<file path="src/rtl/display_scan_ctrl.sv">
// Eight-digit multiplexed 7-segment scan controller.
// Each digit gets a dark guard interval (BLANK) followed by its lit window
// (SHOW). Display content comes from a snapshot that is only replaced at the
// frame boundary, so a frame never mixes old and new digits.
module display_scan_ctrl #(
    parameter int PRESCALE     = 100000,
    parameter int BLANK_CYCLES = 1000,
    parameter int BLINK_FRAMES = 64
) (
    input  logic        clk,
    input  logic        rst_n,
    input  logic [31:0] digits,
    input  logic [7:0]  digit_en,
    input  logic [7:0]  blink_mask,
    input  logic        upd_valid,
    output logic        upd_ready,
    output logic [6:0]  seg,
    output logic [7:0]  an,
    output logic        frame_done
);

    // Counter widths: BLANK_CYCLES < PRESCALE, so one counter covers both states.
    localparam int CNT_W = (PRESCALE > 2) ? $clog2(PRESCALE) : 1;
    localparam int FR_W  = (BLINK_FRAMES > 2) ? $clog2(BLINK_FRAMES) : 1;

    localparam logic [CNT_W-1:0] SHOW_LAST  = CNT_W'(PRESCALE - 1);
    localparam logic [CNT_W-1:0] BLANK_LAST = CNT_W'(BLANK_CYCLES - 1);
    localparam logic [FR_W-1:0]  FRAME_LAST = FR_W'(BLINK_FRAMES - 1);

    typedef enum logic {
        ST_BLANK = 1'b0,
        ST_SHOW  = 1'b1
    } state_t;

    state_t            r_state;
    logic [2:0]        r_idx;
    logic [CNT_W-1:0]  r_cnt;
    logic [FR_W-1:0]   r_frame_cnt;
    logic              r_blink_phase;

    logic [31:0]       r_digits;
    logic [7:0]        r_en;
    logic [7:0]        r_mask;

    logic [6:0]        r_seg;
    logic [7:0]        r_an;
    logic              r_frame_done;
    logic              r_upd_ready;

    state_t            w_state_nxt;
    logic [2:0]        w_idx_nxt;
    logic [CNT_W-1:0]  w_cnt_nxt;
    logic              w_boundary;
    logic              w_next_boundary;
    logic [3:0]        w_nib;
    logic              w_dark;

    // Active-low segment pattern (g..a) for a hex nibble; 10-15 render blank.
    function automatic logic [6:0] seg_encode(input logic [3:0] v);
        logic [6:0] s;
        case (v)
            4'd0:    s = 7'b1000000;
            4'd1:    s = 7'b1111001;
            4'd2:    s = 7'b0100100;
            4'd3:    s = 7'b0110000;
            4'd4:    s = 7'b0011001;
            4'd5:    s = 7'b0010010;
            4'd6:    s = 7'b0000010;
            4'd7:    s = 7'b1111000;
            4'd8:    s = 7'b0000000;
            4'd9:    s = 7'b0010000;
            default: s = 7'b1111111;
        endcase
        return s;
    endfunction

    assign w_boundary      = (r_state == ST_SHOW) && (r_idx == 3'd7) && (r_cnt == SHOW_LAST);
    assign w_next_boundary = (w_state_nxt == ST_SHOW) && (w_idx_nxt == 3'd7) && (w_cnt_nxt == SHOW_LAST);
    assign w_nib           = r_digits[{r_idx, 2'b00} +: 4];
    assign w_dark          = !r_en[r_idx] || (r_mask[r_idx] && r_blink_phase);

    // Next scan position: count within a state, step digit index when SHOW ends.
    always_comb begin
        w_state_nxt = r_state;
        w_idx_nxt   = r_idx;
        w_cnt_nxt   = r_cnt + 1'b1;
        if (r_state == ST_BLANK) begin
            if (r_cnt == BLANK_LAST) begin
                w_state_nxt = ST_SHOW;
                w_cnt_nxt   = '0;
            end
        end else if (r_cnt == SHOW_LAST) begin
            w_state_nxt = ST_BLANK;
            w_idx_nxt   = r_idx + 3'd1;
            w_cnt_nxt   = '0;
        end
    end

    // Scan FSM with registered outputs, snapshot capture and blink timing.
    always_ff @(posedge clk or negedge rst_n) begin
        if (!rst_n) begin
            r_state       <= ST_BLANK;
            r_idx         <= 3'd0;
            r_cnt         <= '0;
            r_frame_cnt   <= '0;
            r_blink_phase <= 1'b0;
            r_digits      <= 32'h0;
            r_en          <= 8'h00;
            r_mask        <= 8'h00;
            r_seg         <= 7'h7F;
            r_an          <= 8'hFF;
            r_frame_done  <= 1'b0;
            r_upd_ready   <= 1'b0;
        end else begin
            r_state <= w_state_nxt;
            r_idx   <= w_idx_nxt;
            r_cnt   <= w_cnt_nxt;

            // Handshake strobes are high only during the boundary cycle itself.
            r_frame_done <= w_next_boundary;
            r_upd_ready  <= w_next_boundary;

            // Outputs only move on state transitions; the SHOW window is steady.
            if (r_state == ST_BLANK && r_cnt == BLANK_LAST) begin
                if (w_dark) begin
                    r_an  <= 8'hFF;
                    r_seg <= 7'h7F;
                end else begin
                    r_an  <= ~(8'b1 << r_idx);
                    r_seg <= seg_encode(w_nib);
                end
            end else if (r_state == ST_SHOW && r_cnt == SHOW_LAST) begin
                r_an  <= 8'hFF;
                r_seg <= 7'h7F;
            end

            if (w_boundary) begin
                if (upd_valid && r_upd_ready) begin
                    r_digits <= digits;
                    r_en     <= digit_en;
                    r_mask   <= blink_mask;
                end
                if (r_frame_cnt == FRAME_LAST) begin
                    r_frame_cnt   <= '0;
                    r_blink_phase <= ~r_blink_phase;
                end else begin
                    r_frame_cnt <= r_frame_cnt + 1'b1;
                end
            end
        end
    end

    assign seg        = r_seg;
    assign an         = r_an;
    assign frame_done = r_frame_done;
    assign upd_ready  = r_upd_ready;

endmodule

</file>
<file path="config.mk">
export PLATFORM = sky130hd
export DESIGN_NAME = display_scan_ctrl
export DESIGN_NICKNAME = d
export VERILOG_FILES = /design/src/rtl/display_scan_ctrl.sv
export SDC_FILE = /design/constraint.sdc
export NUM_CORES = 1
export LEC_CHECK = 0
export BUFFER_PORTS_ARGS = -buffer_cell sky130_fd_sc_hd__clkbuf_2
export CAP_MARGIN = 25
export CORE_MARGIN = 3
export CORE_UTILIZATION = 49
export CTS_CLUSTER_DIAMETER = 40
export DETAILED_ROUTE_END_ITERATION = 16
export GPL_ROUTABILITY_DRIVEN = 0
export PLACE_DENSITY_LB_ADDON = 0.15
export SLEW_MARGIN = 20
export SYNTH_ARGS = -nofsm -noshare
export SYNTH_HDL_FRONTEND = slang
export SYNTH_SLANG_ARGS = --single-unit
export TNS_END_PERCENT = 10
</file>
<file path="constraint.sdc">
create_clock -name clk -period 2.92 [get_ports clk]
set_clock_uncertainty 0.2 [all_clocks]
set_input_delay 0.584 -clock clk [delete_from_list [all_inputs] [get_ports clk]]
set_output_delay 0.584 -clock clk [all_outputs]
set_load 0.1 [all_outputs]
</file>
==> out/summary.txt, run 1 <==
run status -> complete, no violations
antenna violations before repair -> 0
n_diodes -> 0
Post-CTS Setup Bufs -> 0
share of cells above drive strength 1 -> 35.6%
post-synth cell types -> 49
most frequent cells in the layout -> 77 x dfrtp_1, 66 x clkbuf_2, 30 x nor2_1
Cells after Synth -> 365
dpl hpwl -> 6280 um
wire per inst -> 15.6 um
CTS Root Cell -> clkbuf_8
1st-pass router iterations -> 4
Placement Rows -> 34
Setup CP Type -> flop to flop
largest net degree at the start of global routing -> 56
crit path time final -> 2.57 ns
Detail Route Antenna Nets -> 0
die footprint -> 10400 um2
final period utilization -> 88.1%
clk buf depth -> 2
CP Max Fanout -> 48
most common cell after layout, fill and taps aside -> dfrtp_1
Residual DRC -> 0
Slew headroom -> 52.3%
finished layout cell area -> 5210 um2
CTS sink cnt -> 92
final setup vio count -> 0
CTS tree -> done
initial core utilization -> 51.2%
vias in the first global route -> 2938
Synth-to-Final Area Change -> 15.0%
register area share after synthesis -> 51.3%
core area -> 8850 um2
global-route wire length before repair -> 14500 um
path type of the worst min-delay path -> input pin to flop
Vias -> 2967
number of top-level pins -> 68
Syn Area/Cell -> 12.4 um2
Critical Path End Type -> flop
Fmax achieved -> 389 MHz
Seq cells post-synth -> 92
clock-pin transition on the worst setup and hold timing paths -> 0.09 ns
LEAKAGE -> 0.00259 uW
final hold vios -> 0
Area after DPL -> 5000 um2
Die X -> 102 um
Req. time, crit path -> 2.97 ns
Remaining Overflow, GRT -> 0
DR vias/cell -> 5.40
Setup TNS Final -> 0 ns
final-report max-slew violation count -> 0
Slew @ Worst Pin -> 0.709 ns
worst path arrival time -> 2.62 ns
Peak VDD IR -> 212 uV
Synth Net Count -> 429
gr usage total -> 18.0%
Port Buffers -> 67
power per cell area -> 421 nW/um2
Syn Std Cell Area -> 4530 um2
yosys warns -> 0
final wirelength -> 8570 um
# Max-Cap Violations -> 0
RSZ-0062 raised after global routing -> false
Min Hold Slack -> 0.232 ns
startpoint types -> flop
later-pin clock latency in the skew report -> 0.36 ns
Starting DRT DRC Count -> 107
cts bufs inserted -> 9
final net count -> 500
H-tree levels -> 3
Die Height -> 102 um
-- sequential cells by signal, indices dropped and copies added (netlist names) --
name,cells
r_blink_phase,1
r_idx,3
r_frame_cnt,6
upd_ready,1
r_en,8
r_state,1
r_digits,32
r_mask,8
an,8
r_cnt,17
seg,7
-- power breakdown --
group,internal (uW),switching (uW)
sequential,1270,0
clock,400,460
combinational,27.8,33.0
total,1700,493
-- worst paths after layout --
path / from / slack (ns) / end / depth (start not counted)
setup / recovery: r_cnt[0] / 0.35 / r_digits[8] / 6
min in group asynchronous: rst_n / 0.53 / r_cnt[9] / 2
hold / removal: digits[28] / 0.23 / r_digits[28] / 2
setup reg to reg: r_cnt[0] / 0.35 / r_digits[8] / 6
hold reg to reg: r_digits[23] / 0.29 / r_digits[23] / 1
max in group asynchronous: rst_n / 1.31 / an[3] / 3
-- cell usage after synthesis, drive strengths merged --
master / count / area share [%]
o211ai: 2 / 0.33
a311oi: 1 / 0.19
a22o: 1 / 0.19
nor4b: 2 / 0.39
nor3: 5 / 0.91
inv: 10 / 0.83
dfrtp: 77 / 43
nor4: 4 / 1.0
nand4b: 1 / 0.19
a31oi: 3 / 0.41
clkbuf: 4 / 0.33
mux4: 12 / 6.0
xnor2: 10 / 1.9
and4bb: 1 / 0.28
o41ai: 1 / 0.19
and4: 4 / 0.77
mux2: 49 / 12
buf: 12 / 2.0
a21o: 1 / 0.17
nand2b: 3 / 0.41
o31ai: 2 / 0.33
nand4bb: 1 / 0.25
o21ai: 8 / 0.88
or4: 1 / 0.25
and2b: 1 / 0.17
a21oi: 16 / 1.9
nand2: 25 / 2.1
mux2i: 7 / 1.5
nor3b: 1 / 0.17
nand3: 11 / 1.4
and3: 7 / 0.97
nand4: 7 / 1.1
xor2: 11 / 2.1
nor2: 30 / 2.5
and2: 6 / 0.83
dfstp: 15 / 8.7
ha: 13 / 3.6
-- area by class of cell --
class	count	area [um2]
fillers	774	3640
flip-flops and latches	92	2320
multi-input cells	247	2070
repair buffers	76	445
well taps	108	135
clock buffers	9	124
clock inverters	7	73.8
inverters	10	37.5
-- timing repair --
action / CTS / global route
endpoints found under the setup margin: 0 / 0
hold endpoints to repair: 37 / 0
hold buffers: 1 / 0
gates resized for setup: 0 / 0
-- per-stage QoR --
step                power (uW)  instances  util [%]  worst slack, ns
floorplan                 1300        365         -            0.491
global placement          1360        532      56.5            0.361
detailed placement        1360        532      56.5            0.325
CTS                       2230        549      58.9            0.314
global route              2300        549      58.9           0.0792
finish                    2200        549      58.9            0.349
-- kinds of logic after synthesis --
logic type      share of synthesized area [%]
fa+ha+maj                                3.59
mux                                      19.7
simple gates                             13.7
compound gates                           4.56
buf+inv                                  3.12
flops                                    51.3
xor+xnor                                 4.06
-- layer usage --
layer / track usage [%] / vias to the layer above / wire length, um / share of wire [%]
li1: - / 1440 / - / -
met1: 25.7 / 1448 / 4130 / 48
met2: 27.1 / 71 / 3920 / 46
met3: 4.78 / 8 / 416 / 4.9
met4: 5.75 / 0 / 106 / 1.2
met5: 0 / - / 0 / 0
-- worst max-delay path, cell delays in order, from the launching register on --
cell and delay (ns):
dfrtp_1 0.41, ha_1 0.30, and4bb_1 0.37, nand4_2 0.25
nor3_4 0.26, buf_12 0.28, mux2_2 0.37
(Power assumes the default switching activity.)
==> run 2, diff against run 1 <==
--- a/config.mk
+++ b/config.mk
@@ -5,6 +5,7 @@
 export SDC_FILE = /design/constraint.sdc
 export NUM_CORES = 1
 export LEC_CHECK = 0
+export ABC_AREA = 1
 export BUFFER_PORTS_ARGS = -buffer_cell sky130_fd_sc_hd__clkbuf_2
 export CAP_MARGIN = 25
 export CORE_MARGIN = 3
==> out/summary.txt, run 2 <==
run status -> complete, no violations (unchanged)
RSZ-0062 raised after global routing -> false (unchanged)
startpoint types -> flop (unchanged)
most common cell after layout, fill and taps aside -> nand2_1 (was dfrtp_1)
most frequent cells in the layout -> 140 x nand2_1, 101 x nor2_1, 96 x inv_1 (was 77 x dfrtp_1, 66 x clkbuf_2, 30 x nor2_1)
Setup TNS Final -> 0 ns (unchanged)
Die X -> 107 um (was 102 um)
H-tree levels -> 3 (unchanged)
initial core utilization -> 50.7% (was 51.2%)
Starting DRT DRC Count -> 210 (was 107)
path type of the worst min-delay path -> input pin to flop (unchanged)
ranking of synthesized cells by area -> dfrtp_1 39%, nand2_1 11%, dfstp_2 7.9%, nor2_1 7.6%, inv_1 7.2% (was dfrtp_1 43%, dfstp_2 8.7%, mux2_2 7.2%, mux4_2 6.0%, mux2_1 5.0%)
final-report max-slew violation count -> 0 (unchanged)
Seq cells post-synth -> 92 (unchanged)
Port Buffers -> 67 (unchanged)
dpl hpwl -> 8090 um (was 6280 um)
Register Area -> 2320 um2 (unchanged)
cts bufs inserted -> 9 (unchanged)
yosys warns -> 0 (unchanged)
Synth-to-Final Area Change -> 11.6% (was 15.0%)
Residual DRC -> 0 (unchanged)
global-route wire length before repair -> 18900 um (was 14500 um)
Most flops, register -> r_digits (unchanged)
fillers -> 960 (was 774)
vias in the first global route -> 4009 (was 2938)
clock-pin transition on the worst setup and hold timing paths -> 0.09 ns (about the same)
Vias -> 4184 (was 2967)
CTS tree -> done (unchanged)
post-synth cell types -> 35 (was 49)
Synth area leader -> dfrtp_1 (unchanged)
Slew headroom -> 64.0% (was 52.3%)
highest cell delay on the worst timing path -> 0.66 ns (was 0.41 ns)
DR vias/cell -> 4.93 (was 5.40)
die footprint -> 11500 um2 (was 10400 um2)
final setup vio count -> 0 (unchanged)
worst path arrival time -> 2.74 ns (was 2.62 ns)
power per cell area -> 394 nW/um2 (was 421 nW/um2)
Setup CP Type -> flop to flop (unchanged)
Slew @ Worst Pin -> 0.542 ns (was 0.709 ns)
ys flop type -> dfrtp_1 (unchanged)
CP Max Fanout -> 27 (was 48)
Post-CTS Setup Bufs -> 0 (unchanged)
Cells after Synth -> 651 (was 365)
share of cells above drive strength 1 -> 18.2% (was 35.6%)
Synth top cells by count -> 140 x nand2_1, 101 x nor2_1, 96 x inv_1 (was 77 x dfrtp_1, 30 x nor2_1, 29 x mux2_2)
later-pin clock latency in the skew report -> 0.35 ns (was 0.36 ns)
Synth Net Count -> 715 (was 429)
Yosys top cell area share -> 38.5% (was 42.6%)
clk buf depth -> 2 (unchanged)
register area share after synthesis -> 46.4% (was 51.3%)
EDFF count, synth -> 0 (unchanged)
final wirelength -> 10900 um (was 8570 um)
# Max-Cap Violations -> 0 (unchanged)
Cell Chain, Critical Path -> inv_2, o21ai_0, nand2_1, o21ai_1, inv_1, ha_1, nand3b_1, nand3_1, nand3_1, nand2_1, inv_1 (was ha_1, and4bb_1, nand4_2, nor3_4, buf_12, mux2_2)
CTS Root Cell -> clkbuf_8 (unchanged)
1st-pass router iterations -> 4 (unchanged)
Remaining Overflow, GRT -> 0 (unchanged)
Fmax achieved -> 379 MHz (was 389 MHz)
Buf+Inv Stages, Crit Path -> 3 (was 1)
final period utilization -> 90.4% (was 88.1%)
core area -> 9860 um2 (was 8850 um2)
fraction of registers with async set/reset -> 100% (unchanged)
Critical Path End Type -> flop (unchanged)
number of top-level pins -> 68 (unchanged)
max reg flops -> 32 (unchanged)
area of the multi-input gates -> 2110 um2 (was 2070 um2)
final hold vios -> 0 (unchanged)
Syn Area/Cell -> 7.69 um2 (was 12.4 um2)
crit path time final -> 2.64 ns (was 2.57 ns)
wire per inst -> 12.9 um (was 15.6 um)
antenna violations before repair -> 0 (unchanged)
CP delay by family, top -> flip-flops (was simple AND/OR/NAND/NOR gates)
Min Hold Slack -> 0.231 ns (was 0.232 ns)
Syn Std Cell Area -> 5000 um2 (was 4530 um2)
CTS sink cnt -> 92 (unchanged)
Placement Rows -> 36 (was 34)
Peak VDD IR -> 240 uV (was 212 uV)
largest net degree at the start of global routing -> 89 (was 56)
Detail Route Antenna Nets -> 0 (unchanged)
gr usage total -> 20.4% (was 18.0%)
n_diodes -> 0 (unchanged)
LEAKAGE -> 0.00299 uW (was 0.00259 uW)
CP max-delay cell -> dfrtp_1 (unchanged)
Req. time, crit path -> 3.01 ns (was 2.97 ns)
Regs by FF count -> r_digits: 32 flops, r_cnt: 17 flops (unchanged)
final net count -> 774 (was 500)
most frequent cell after synthesis -> nand2_1 (was dfrtp_1)
Die Height -> 107 um (was 102 um)
## run 2: cell types whose count changed after synthesis, moves of 20 or more
cell / change
nand3_1: +27
o21ai_0: +29
o21ai_1: +39
nor2_1: +71
nand2_1: +115
mux2_2: -28
inv_1: +87
mux2_1: -20
## run 2: tightest hold or removal path, cell delays in order
cell and delay, ns:
clkbuf_2 0.08, inv_1 0.04, o21ai_1 0.05
## run 2: final timing paths
kind | slack, ns | from | to | cells after the start
setup / recovery | 0.28 | r_idx[0] | seg[5] | 11
hold / removal | 0.23 | digits[10] | r_digits[10] | 3
setup reg to reg | 0.28 | r_idx[0] | seg[5] | 11
hold reg to reg | 0.29 | r_mask[1] | r_mask[1] | 2
max in group asynchronous | 1.28 | rst_n | seg[1] | 3
min in group asynchronous | 0.52 | rst_n | r_cnt[12] | 2
## run 2: cells by family after synthesis
kind of cell,share of synthesized area [%]
simple gates,27.3
buf+inv,11.5
compound gates,10.0
flops,46.4
fa+ha+maj,3.25
xor+xnor,1.40
mux,0.225
## run 2: through the flow
| stage | total power (uW) | std cells | setup slack (ns) | utilization [%] | area [um2] |
|---|---|---|---|---|---|
| CTS | 2230 | 848 | 0.109 | 56.6 | 5580 |
| finish | 2200 | 848 | 0.279 | 56.6 | 5580 |
| floorplan | 1310 | 651 | 0.672 | - | 5000 |
| global route | 2290 | 848 | 0.0383 | 56.6 | 5580 |
| detailed placement | 1380 | 831 | 0.179 | 54.5 | 5380 |
| global placement | 1380 | 831 | 0.322 | 54.5 | 5380 |
## run 2: layout make-up
cell class,count,area share [%]
clock inverters,6,1.17
inverters,102,6.86
multi-input cells,432,37.8
clock buffers,10,2.29
flip-flops and latches,92,41.6
repair buffers,73,7.35
well taps,133,2.98
## run 2: power by group
| group | switching, uW | internal (uW) | total [uW] |
|---|---|---|---|
| sequential | 0 | 1270 | 1270 |
| clock | 455 | 395 | 849 |
| combinational | 43.0 | 32.0 | 75.0 |
| total | 498 | 1700 | 2200 |
## run 2: metal layers
metal,vias up,share of wire [%],track usage (%)
met4,0,1.6,5.66
met3,19,6.0,4.46
met2,125,45,31.6
met5,-,0,0
met1,1894,47,29.0
li1,2146,-,-
## run 2: what timing repair did
item,CTS,global route
endpoints found under the hold margin,30,0
endpoints found under the setup margin,0,6
gates resized for setup,0,1
hold buffers,1,0
